`config.mk`:
```
export PLATFORM = sky130hd
export DESIGN_NAME = counter_ctrl
export DESIGN_NICKNAME = d
export VERILOG_FILES = /design/src/rtl/counter_ctrl_pkg.sv /design/src/rtl/counter_ctrl_regs.sv /design/src/rtl/counter_ctrl.sv
export SDC_FILE = /design/constraint.sdc
export NUM_CORES = 1
export LEC_CHECK = 0
export ABC_AREA = 1
export CORE_UTILIZATION = 52
export CTS_CLUSTER_DIAMETER = 50
export DETAILED_ROUTE_END_ITERATION = 12
export MAX_ROUTING_LAYER = met4
export PLACE_DENSITY = 0.89
export SETUP_SLACK_MARGIN = 0.4
export SYNTH_ARGS = -nofsm -noshare
export SYNTH_HDL_FRONTEND = slang
export SYNTH_SLANG_ARGS = --single-unit
```
`constraint.sdc`:
```
create_clock -name clk -period 2.34 [get_ports clk]
set_input_delay 0.351 -clock clk [delete_from_list [all_inputs] [get_ports clk]]
set_output_delay 0.351 -clock clk [all_outputs]
set_load 0.03 [all_outputs]
```
`src/rtl/counter_ctrl_pkg.sv`:
```
// Shared definitions for the counter controller and the counter it drives:
// state codes, register map, CTRL/STATUS bit positions.
package counter_ctrl_pkg;

    typedef enum logic [1:0] {
        S_RESET = 2'd0,
        S_RUN   = 2'd1,
        S_HALT  = 2'd2,
        S_DONE  = 2'd3
    } fsm_state_e;

    localparam logic [7:0] CS_RESET = 8'd0;
    localparam logic [7:0] CS_RUN   = 8'd1;
    localparam logic [7:0] CS_HALT  = 8'd2;

    localparam logic [2:0] A_CTRL     = 3'd0;
    localparam logic [2:0] A_INTERVAL = 3'd1;
    localparam logic [2:0] A_COMPARE  = 3'd2;
    localparam logic [2:0] A_STATUS   = 3'd3;
    localparam logic [2:0] A_COUNT    = 3'd4;

    localparam int CTRL_START   = 0;
    localparam int CTRL_HALT    = 1;
    localparam int CTRL_CLEAR   = 2;
    localparam int CTRL_ONESHOT = 3;

    localparam int ST_DONE = 2;
    localparam int ST_PEND = 3;

    // S_DONE presents to the counter as halted.
    function automatic logic [7:0] state_code(input fsm_state_e s);
        case (s)
            S_RESET: return CS_RESET;
            S_RUN:   return CS_RUN;
            default: return CS_HALT;
        endcase
    endfunction

endpackage

```
`src/rtl/counter_ctrl_regs.sv`:
```
// Register file and registered read mux for counter_ctrl.
// Pending-interrupt flag only exists when COUNTER_CTRL_IRQ_EN is defined.
module counter_ctrl_regs
    import counter_ctrl_pkg::*;
#(
    parameter logic [31:0] DEFAULT_INTERVAL = 32'd0,
    parameter logic [31:0] DEFAULT_COMPARE  = 32'd0
) (
    input  logic        clk,
    input  logic        resetn,
    input  logic        wr_en,
    input  logic        rd_en,
    input  logic [2:0]  addr,
    input  logic [31:0] wdata,
    input  logic [31:0] cnt_value,
    input  fsm_state_e  state,
    input  logic        match,
    output logic [31:0] rdata,
    output logic        rvalid,
    output logic [31:0] interval,
    output logic [31:0] compare,
    output logic        oneshot
`ifdef COUNTER_CTRL_IRQ_EN
    ,
    output logic        pending
`endif
);

    logic        done;
    logic [15:0] wrap;
    logic        pend_bit;
    logic        cfg_ok;
    logic [31:0] rd_mux;

    // Configuration is frozen while the counter is running.
    assign cfg_ok = (state != S_RUN);

`ifdef COUNTER_CTRL_IRQ_EN
    assign pend_bit = pending;
`else
    assign pend_bit = 1'b0;
`endif

    always_comb begin
        rd_mux = '0;
        case (addr)
            A_CTRL:     rd_mux[CTRL_ONESHOT] = oneshot;
            A_INTERVAL: rd_mux = interval;
            A_COMPARE:  rd_mux = compare;
            A_STATUS: begin
                rd_mux[1:0]     = state;
                rd_mux[ST_DONE] = done;
                rd_mux[ST_PEND] = pend_bit;
                rd_mux[31:16]   = wrap;
            end
            A_COUNT:    rd_mux = cnt_value;
            default:    rd_mux = '0;
        endcase
    end

    always_ff @(posedge clk or negedge resetn) begin
        if (!resetn) begin
            interval <= DEFAULT_INTERVAL;
            compare  <= DEFAULT_COMPARE;
            oneshot  <= 1'b0;
            done     <= 1'b0;
            wrap     <= '0;
            rdata    <= '0;
            rvalid   <= 1'b0;
`ifdef COUNTER_CTRL_IRQ_EN
            pending  <= 1'b0;
`endif
        end else begin
            rvalid <= rd_en;
            if (rd_en)
                rdata <= rd_mux;
            if (wr_en) begin
                case (addr)
                    A_CTRL:     oneshot <= wdata[CTRL_ONESHOT];
                    A_INTERVAL: if (cfg_ok) interval <= wdata;
                    A_COMPARE:  if (cfg_ok) compare <= wdata;
                    A_STATUS: begin
                        if (wdata[ST_DONE]) done <= 1'b0;
`ifdef COUNTER_CTRL_IRQ_EN
                        if (wdata[ST_PEND]) pending <= 1'b0;
`endif
                    end
                    default: ;
                endcase
            end
            // A match in the same cycle as a write-1-to-clear keeps the flag set.
            if (match && oneshot)
                done <= 1'b1;
            if (match && !oneshot && wrap != 16'hFFFF)
                wrap <= wrap + 16'd1;
`ifdef COUNTER_CTRL_IRQ_EN
            if (match)
                pending <= 1'b1;
`endif
        end
    end

endmodule

```
`src/rtl/counter_ctrl.sv`:
```
// Counter controller: command FSM driving an external counter, plus registers.
// Define COUNTER_CTRL_IRQ_EN to add the level irq output.
module counter_ctrl
    import counter_ctrl_pkg::*;
#(
    parameter logic [31:0] DEFAULT_INTERVAL = 32'd0,
    parameter logic [31:0] DEFAULT_COMPARE  = 32'd0
) (
    input  logic        clk,
    input  logic        resetn,
    input  logic        wr_en,
    input  logic        rd_en,
    input  logic [2:0]  addr,
    input  logic [31:0] wdata,
    output logic [31:0] rdata,
    output logic        rvalid,
    output logic [7:0]  cnt_state,
    output logic [31:0] cnt_interval,
    input  logic [31:0] cnt_value
`ifdef COUNTER_CTRL_IRQ_EN
    ,
    output logic        irq
`endif
);

    fsm_state_e  state;
    logic        wrap_pulse;
    logic        restart;
    logic [31:0] compare;
    logic        oneshot;
    logic        ctrl_wr, cmd_clear, cmd_halt, cmd_start, match;

    assign ctrl_wr   = wr_en && (addr == A_CTRL);
    assign cmd_clear = ctrl_wr && wdata[CTRL_CLEAR];
    assign cmd_halt  = ctrl_wr && wdata[CTRL_HALT];
    assign cmd_start = ctrl_wr && wdata[CTRL_START];

    // No match while the counter is being reset by a periodic wrap pulse.
    assign match = (compare != '0) && (state == S_RUN) && !wrap_pulse &&
                   (cnt_value == compare) && !cmd_clear && !cmd_halt;

    counter_ctrl_regs #(
        .DEFAULT_INTERVAL (DEFAULT_INTERVAL),
        .DEFAULT_COMPARE  (DEFAULT_COMPARE)
    ) u_regs (
        .clk       (clk),
        .resetn    (resetn),
        .wr_en     (wr_en),
        .rd_en     (rd_en),
        .addr      (addr),
        .wdata     (wdata),
        .cnt_value (cnt_value),
        .state     (state),
        .match     (match),
        .rdata     (rdata),
        .rvalid    (rvalid),
        .interval  (cnt_interval),
        .compare   (compare),
        .oneshot   (oneshot)
`ifdef COUNTER_CTRL_IRQ_EN
        ,
        .pending   (irq)
`endif
    );

    always_ff @(posedge clk or negedge resetn) begin
        if (!resetn) begin
            state      <= S_RESET;
            cnt_state  <= CS_RESET;
            wrap_pulse <= 1'b0;
            restart    <= 1'b0;
        end else begin
            wrap_pulse <= 1'b0;
            restart    <= 1'b0;
            if (cmd_clear) begin
                state     <= S_RESET;
                cnt_state <= CS_RESET;
            end else if (cmd_halt) begin
                if (state == S_RUN) begin
                    state     <= S_HALT;
                    cnt_state <= CS_HALT;
                end
            end else if (match) begin
                if (oneshot) begin
                    state     <= S_DONE;
                    cnt_state <= state_code(S_DONE);
                end else begin
                    wrap_pulse <= 1'b1;
                    cnt_state  <= CS_RESET;
                end
            end else if (cmd_start || restart) begin
                // Restart from S_DONE passes through one reset cycle first.
                case (state)
                    S_RESET, S_HALT: begin
                        state     <= S_RUN;
                        cnt_state <= CS_RUN;
                    end
                    S_DONE: begin
                        state     <= S_RESET;
                        cnt_state <= CS_RESET;
                        restart   <= 1'b1;
                    end
                    default: cnt_state <= state_code(state);
                endcase
            end else begin
                cnt_state <= state_code(state);
            end
        end
    end

endmodule

```
### After elaboration in Yosys (flattened, before gate mapping)

Index checks and enable logic that the tools add are counted.

| storage, ports and cells | value |
|---|---|
| output and inout port bits | 73 |
| bits in read-only memories | 0 |
| word-level logic and storage cells | 87 |
| memories kept | 0 |
| register bits | 127 |
| input port bits | 71 |
| bits in writable memories | 0 |
| bits in latches | 0 |

| operators by class | value |
|---|---|
| equality and inequality tests | 12 |
| divide/modulo/power cells | 0 |
| reduce and logical (&&, ||, !) cells | 31 |
| $add $sub $neg | 1 |
| magnitude comparators | 0 |
| bitwise gates (word level) | 0 |
| shift operators | 0 |
| muxes and demuxes | 32 |
| multipliers | 0 |

Operators with widths:

| kind | count |
|---|---|
| $pmux W16 S4 | 1 |
| $mux W8 | 5 |
| $pmux W12 S3 | 1 |
| $eq A32 B32 Y1 | 1 |
| $reduce_bool A32 Y1 | 1 |
| $add A16 B1 Y16 const B | 1 |
| $ne A16 B16 Y1 const B | 1 |
| $mux W2 | 7 |
| $mux W1 | 13 |
| $logic_and A1 B1 Y1 | 12 |
| $pmux W2 S2 | 3 |
| $pmux W3 S4 | 1 |
| $reduce_and A3 Y1 | 3 |
| $eq A3 B2 Y1 const B | 2 |
| $reduce_bool A2 Y1 | 3 |
| $reduce_bool A5 Y1 | 1 |
| $eq A2 B2 Y1 const B | 2 |
| $logic_not A1 Y1 | 4 |
| $ne A4 B4 Y1 const B | 1 |
| $pmux W1 S4 | 1 |
| $reduce_and A4 Y1 | 1 |
| $reduce_bool A4 Y1 | 1 |
| $eq A3 B1 Y1 const B | 1 |
| $eq A3 B3 Y1 const B | 1 |
| other kinds (8) | 8 |

### Logic depth before layout (Yosys ltp)

| depth | value |
|---|---|
| word-level depth | 9 |
| mapped depth | 13 |
| gate-level depth less buffers | 13 |

### By module

From an unflattened synthesis, not the netlist that was laid out.

| unflattened totals | value |
|---|---|
| cells, all modules | 1065 |
| area total of the unflattened synthesis | 7049.3 µm² |

By module, submodules not included:

| module | area an instance (µm²) | cells an instance | sequential area each (µm²) | times used |
|---|---|---|---|---|
| counter_ctrl_regs | 5387.7 | 701 | 2877.8 | 1 |
| counter_ctrl | 1661.6 | 364 | 150.1 | 1 |

### Worst setup path after synthesis

Ideal clock, no wire load.

| timing path | value |
|---|---|
| kind | reg2reg |
| start | reg u_regs.wrap[0] |
| end | reg u_regs.wrap[10] |
| library setup time | 0.066 ns |
| setup slack | 0.590 ns |
| period minus slack after synthesis | 1.750 ns |
| cell stages (with the launch flop) | 12 |
| path buffers | 1 |
| arrival time | 1.683 ns |
| data required time | 2.274 ns |
| cell sequence | dfrtp_1 ha_1 nand3_1 inv_2 nand3_2 clkinv_2 nand3_2 or3_1 buf_6 nand3_4 nand2_1 nand2_1 |

| between the ends | value |
|---|---|
| word-level cells in the longest chain between the ends | 2 |
| elaborated cells between the ends (all ways) | 3 |
| those cells by class | 1 x add/sub; 1 x eq/ne; 1 x reduce/logical |

Ends and longest elaborated chain:

| element | line | text |
|---|---|---|
| start, declared | counter_ctrl_regs.sv:30 | `logic [15:0] wrap;` |
| start signal, assigned | counter_ctrl_regs.sv:95 | `wrap <= wrap + 16'd1;` |
| branches (longest 2 deep; another with $add A16 B1 Y16) | - |  |

Several ways; the timed one is not identified.
A chain may end at the register's enable or synchronous reset.

### Worst setup path in the final report

| timing path | value |
|---|---|
| start | reg u_regs.compare[13] |
| end | reg u_regs.wrap[14] |

| between the ends | value |
|---|---|
| word-level cells in the longest chain between the ends | 8 |
| elaborated cells between the ends (all ways) | 9 |
| those cells by class | 1 x eq/ne; 8 x reduce/logical |

Ends and longest elaborated chain:

| element | line | text |
|---|---|---|
| start, declared | counter_ctrl_regs.sv:21 | `output logic [31:0] compare,` |
| start signal, assigned | counter_ctrl_regs.sv:81 | `A_COMPARE: if (cfg_ok) compare <= wdata;` |
| $reduce_bool A32 Y1 | counter_ctrl.sv:39 | `assign match = (compare != '0) && (state == S_RUN) && !wrap_pulse &&` |
| $logic_and A1 B1 Y1 (2 in a row) | counter_ctrl.sv:39 |  |
| $logic_and A1 B1 Y1 * | counter_ctrl.sv:39 |  |
| $logic_and A1 B1 Y1 * (2 in a row) | counter_ctrl.sv:40 | `(cnt_value == compare) && !cmd_clear && !cmd_halt;` |
| $logic_and A1 B1 Y1 * (2 in a row) | counter_ctrl_regs.sv:94 | `if (match && !oneshot && wrap != 16'hFFFF)` |

Mark *: on every way between the ends. The rest lies on a longest branch, timed or not.

==> summary.md <==
| Metric | Value |
|---|---|
| Later-pin clock latency in the skew report | 430 ps |
| Top post-synthesis cells by count | nand2_1, inv_1, dfrtp_1, nor2_1, o21ai_0 |
| Final setup vio count | 0 |
| Layout Skew | 7.40 ps |
| Number of flops mapped to enable cells by yosys | 0 |
| Maximum clock insertion buffer count | 2 |
| RSZ-0062 raised after global routing | yes |
| Slew @ Worst Pin | 669 ps |
| Clock power share | 28.8% |
| Largest family of logic cells by synthesized area | simple AND/OR/NAND/NOR gates |
| IO buf count | 137 |
| Final Max Tran Viols | 0 |
| Int Pwr | 5960 µW |
| Adder-Cell Fraction of Synth Area | 0.180% |
| CTS clk-pin slew, worst paths | 50 ps |
| DP HPWL | 15900 µm |
| Grt total ovfl | 0 |
| Boundary Pins | 144 |
| Xor and xnor area share after synthesis | 1.38% |
| Drt pass-1 iters | 5 |
| Startpoint types | flip-flop |
| Combinational share of power | 36.6% |
| CP Class | reg2reg |
| Sw Share | 37.8% |
| H-tree depth | 4 |
| Die Y | 118 µm |
| Vias in the first global route | 7133 |
| Setup slack at placement | -33.0 ps |
| Share of layout cells above drive strength 1 | 17.8% |
| FILL cells | 885 |
| Synth top area share | 43.5% |
| Synth cell types | 31 |
| Total GRT Usage | 34.2% |
| Yosys top cell by area | dfrtp_1 |
| Sequential share of power | 34.5% |
| Crit path required time | 2660 ps |
| Synth Area in Simple Gates | 31.7% |
| Initial Util | 54.3% |
| CP endpoint kind | flip-flop |
| ANT cells | 0 |
| Synth Instances | 965 |
| Core Region | 12800 µm² |
| Cells on worst reg2reg path | 13 |
| Clk sinks | 121 |
| DRC | 0 |
| Leakage Power | 0.00480 µW |
| Root buf cell | clkbuf_16 |
| Chip Width | 118 µm |
| Number of synthesis warnings | 0 |
| Crit-path max FO | 8 |
| Placed inst area | 8800 µm² |
| VDD IR max | 727 µV |
| Via count | 7575 |
| Tightest Hold Check Type | in2async |
| Post-synth top flop | dfrtp_1 |
| Starting DRT DRC Count | 834 |
| Initial antenna violation count | 0 |
| Final WS setup | 378 ps |
| # Max-Cap Violations | 0 |
| Register area share after synthesis | 43.5% |
| Post-route cell area | 9740 µm² |
| NetSw | 3620 µW |
| Rows | 41 |
| Ratio of final minimum period to clock period | 83.9% |
| CTS Buf Count | 17 |
| Routability congestion estimate | 0.972 |
| Power per cell area | 983 nW/µm² |
| Final wirelength | 23200 µm |
| Maximum clock frequency | 0.510 GHz |
| FFs w/ async S/R, synth | 100% |
| Yosys reg bits | 121 |
| Mux contribution to synthesized area | 5.01% |
| Fin nets | 1231 |
| WL per Instance | 17.3 µm |
| Hold Buf Count CTS | 0 |
| Critical R2R Launch | u_regs.compare[13] |
| CTS tree | done |
| CP arrival | 2280 ps |
| Total Die Area | 13900 µm² |
| Final hold violations | 0 |
| Largest cells by area after synthesis | dfrtp_1, nand2_1, inv_1 |
| Top-count cell post-synth | nand2_1 |
| Sum Neg Setup Slack | 0 ps |
| R2R Setup Slk | 380 ps |
| Final ANT Viol Nets | 0 |
| Largest net degree at the start of global routing | 122 |
| Complex-gate fraction of the synthesized area | 8.66% |
| Vias/cell | 5.64 |
| Fin crit period | 1960 ps |
| P&R area growth vs syn | 39.9% |
| Mean post-synth cell area | 7.21 µm² |
| Mapped cell area | 6960 µm² |
| Status | finished, final reports clean |
| First-pass GRT wire length | 35800 µm |
| Relative slew margins | 55.4% |
| Reg2Reg Capture Point | u_regs.wrap[14] |
-- registers in the layout (all words and copies together) (netlist names) --
signal,flops
u_regs.rvalid,1
u_regs.compare,32
u_regs.oneshot,1
state,2
restart,1
cnt_state,2
u_regs.interval,32
u_regs.rdata,32
u_regs.done,1
wrap_pulse,1
u_regs.wrap,16
-- how the worst max path moves through the flow --
stage	startpoint	end	cells after the start
floorplan	u_regs.wrap[0]	u_regs.wrap[10]	11
global placement	cnt_value[5]	u_regs.wrap[11]	14
detailed placement	addr[1]	u_regs.wrap[6]	10
CTS	u_regs.compare[23]	u_regs.wrap[2]	12
global route	u_regs.compare[13]	u_regs.wrap[15]	13
finish	u_regs.compare[13]	u_regs.wrap[14]	13
-- placed cells by master (no fill, tap or decap), types with 7 or more instances in the layout --
master / Yosys / layout
nand2_1: 343 / 318
clkdlybuf4s50_1: 0 / 128
inv_1: 129 / 122
dfrtp_1: 121 / 107
nor2_1: 101 / 90
o21ai_0: 72 / 71
buf_4: 6 / 66
nand4_1: 32 / 32
mux2_2: 31 / 31
nand2_2: 0 / 25
nand3_1: 27 / 23
clkbuf_16: 0 / 17
o2111ai_1: 15 / 15
dfrtp_2: 0 / 14
nor2_2: 3 / 12
inv_2: 4 / 11
o221ai_1: 11 / 11
nor3_1: 10 / 8
dlymetal6s2s_1: 0 / 8
xor2_1: 7 / 7
-- critical path, cell delays in order (launching register included) --
cell     delay (ps)
dfrtp_1         420
inv_2            60
nand2_2          90
nand2_1          60
nor2_1          130
nand2_1         110
nor2_2          100
nand2_1          70
nor2_1          130
nand3_2         110
nor2_4          230
nand3_4         170
nand2_2         120
nand2_2          50
-- power groups by stage --
stage	Combinational (µW)	Sequential [µW]	Clock (µW)
6_report	3510	3310	2760
3_5_place_dp	3220	3270	0
4_1_cts	3270	3250	2770
2_1_floorplan	1290	3720	0
5_1_grt	3790	3370	2870
3_3_place_gp	3140	3240	0
-- per-layer routing --
| layer | up-vias | routed length (µm) | track usage (%) |
|---|---|---|---|
| li1 | 3451 | - | - |
| met1 | 3558 | 9180 | 42.6 |
| met2 | 475 | 11200 | 53.6 |
| met3 | 91 | 1960 | 7.56 |
| met4 | 0 | 929 | 14.8 |
| met5 | - | 0 | - |
-- timing repair --
| item | CTS | global route |
|---|---|---|
| buffers inserted | 0 | 20 |
| setup endpoints to repair | 15 | 20 |
| resized for setup | 3 | 72 |
| pin swaps | 0 | 25 |
-- final cells by class --
class                   count  area [µm²]  area share, %
clock inverters             8         144           1.48
multi-input cells         681        3450           35.4
flip-flops and latches    121        3050           31.3
inverters                 134         504           5.18
clock buffers              23         468           4.80
repair buffers            204        1920           19.7
well taps                 172         215           2.21
-- per-stage QoR --
stage	utilization, %	hold WS [ps]	power (µW)	cells
detailed placement	68.6	486	6490	1292
CTS	73.5	49.5	9290	1323
global placement	68.6	466	6380	1292
floorplan	-	55.4	5010	970
finish	76.0	2.95	9580	1343
global route	76.0	84.7	10000	1343
-- logic make-up (layout without fill, tap and decap cells) --
kind of cell	count (synthesis)	after routing
adders and majority gates	1	1
and+or+nand+nor	531	531
DFF	121	121
other	1	6
AOI/OAI and AO/OA	101	101
xor gates and xnor gates	11	11
muxes	31	31
buffers and inverters	168	369
Power figures use the tool's default switching activity.
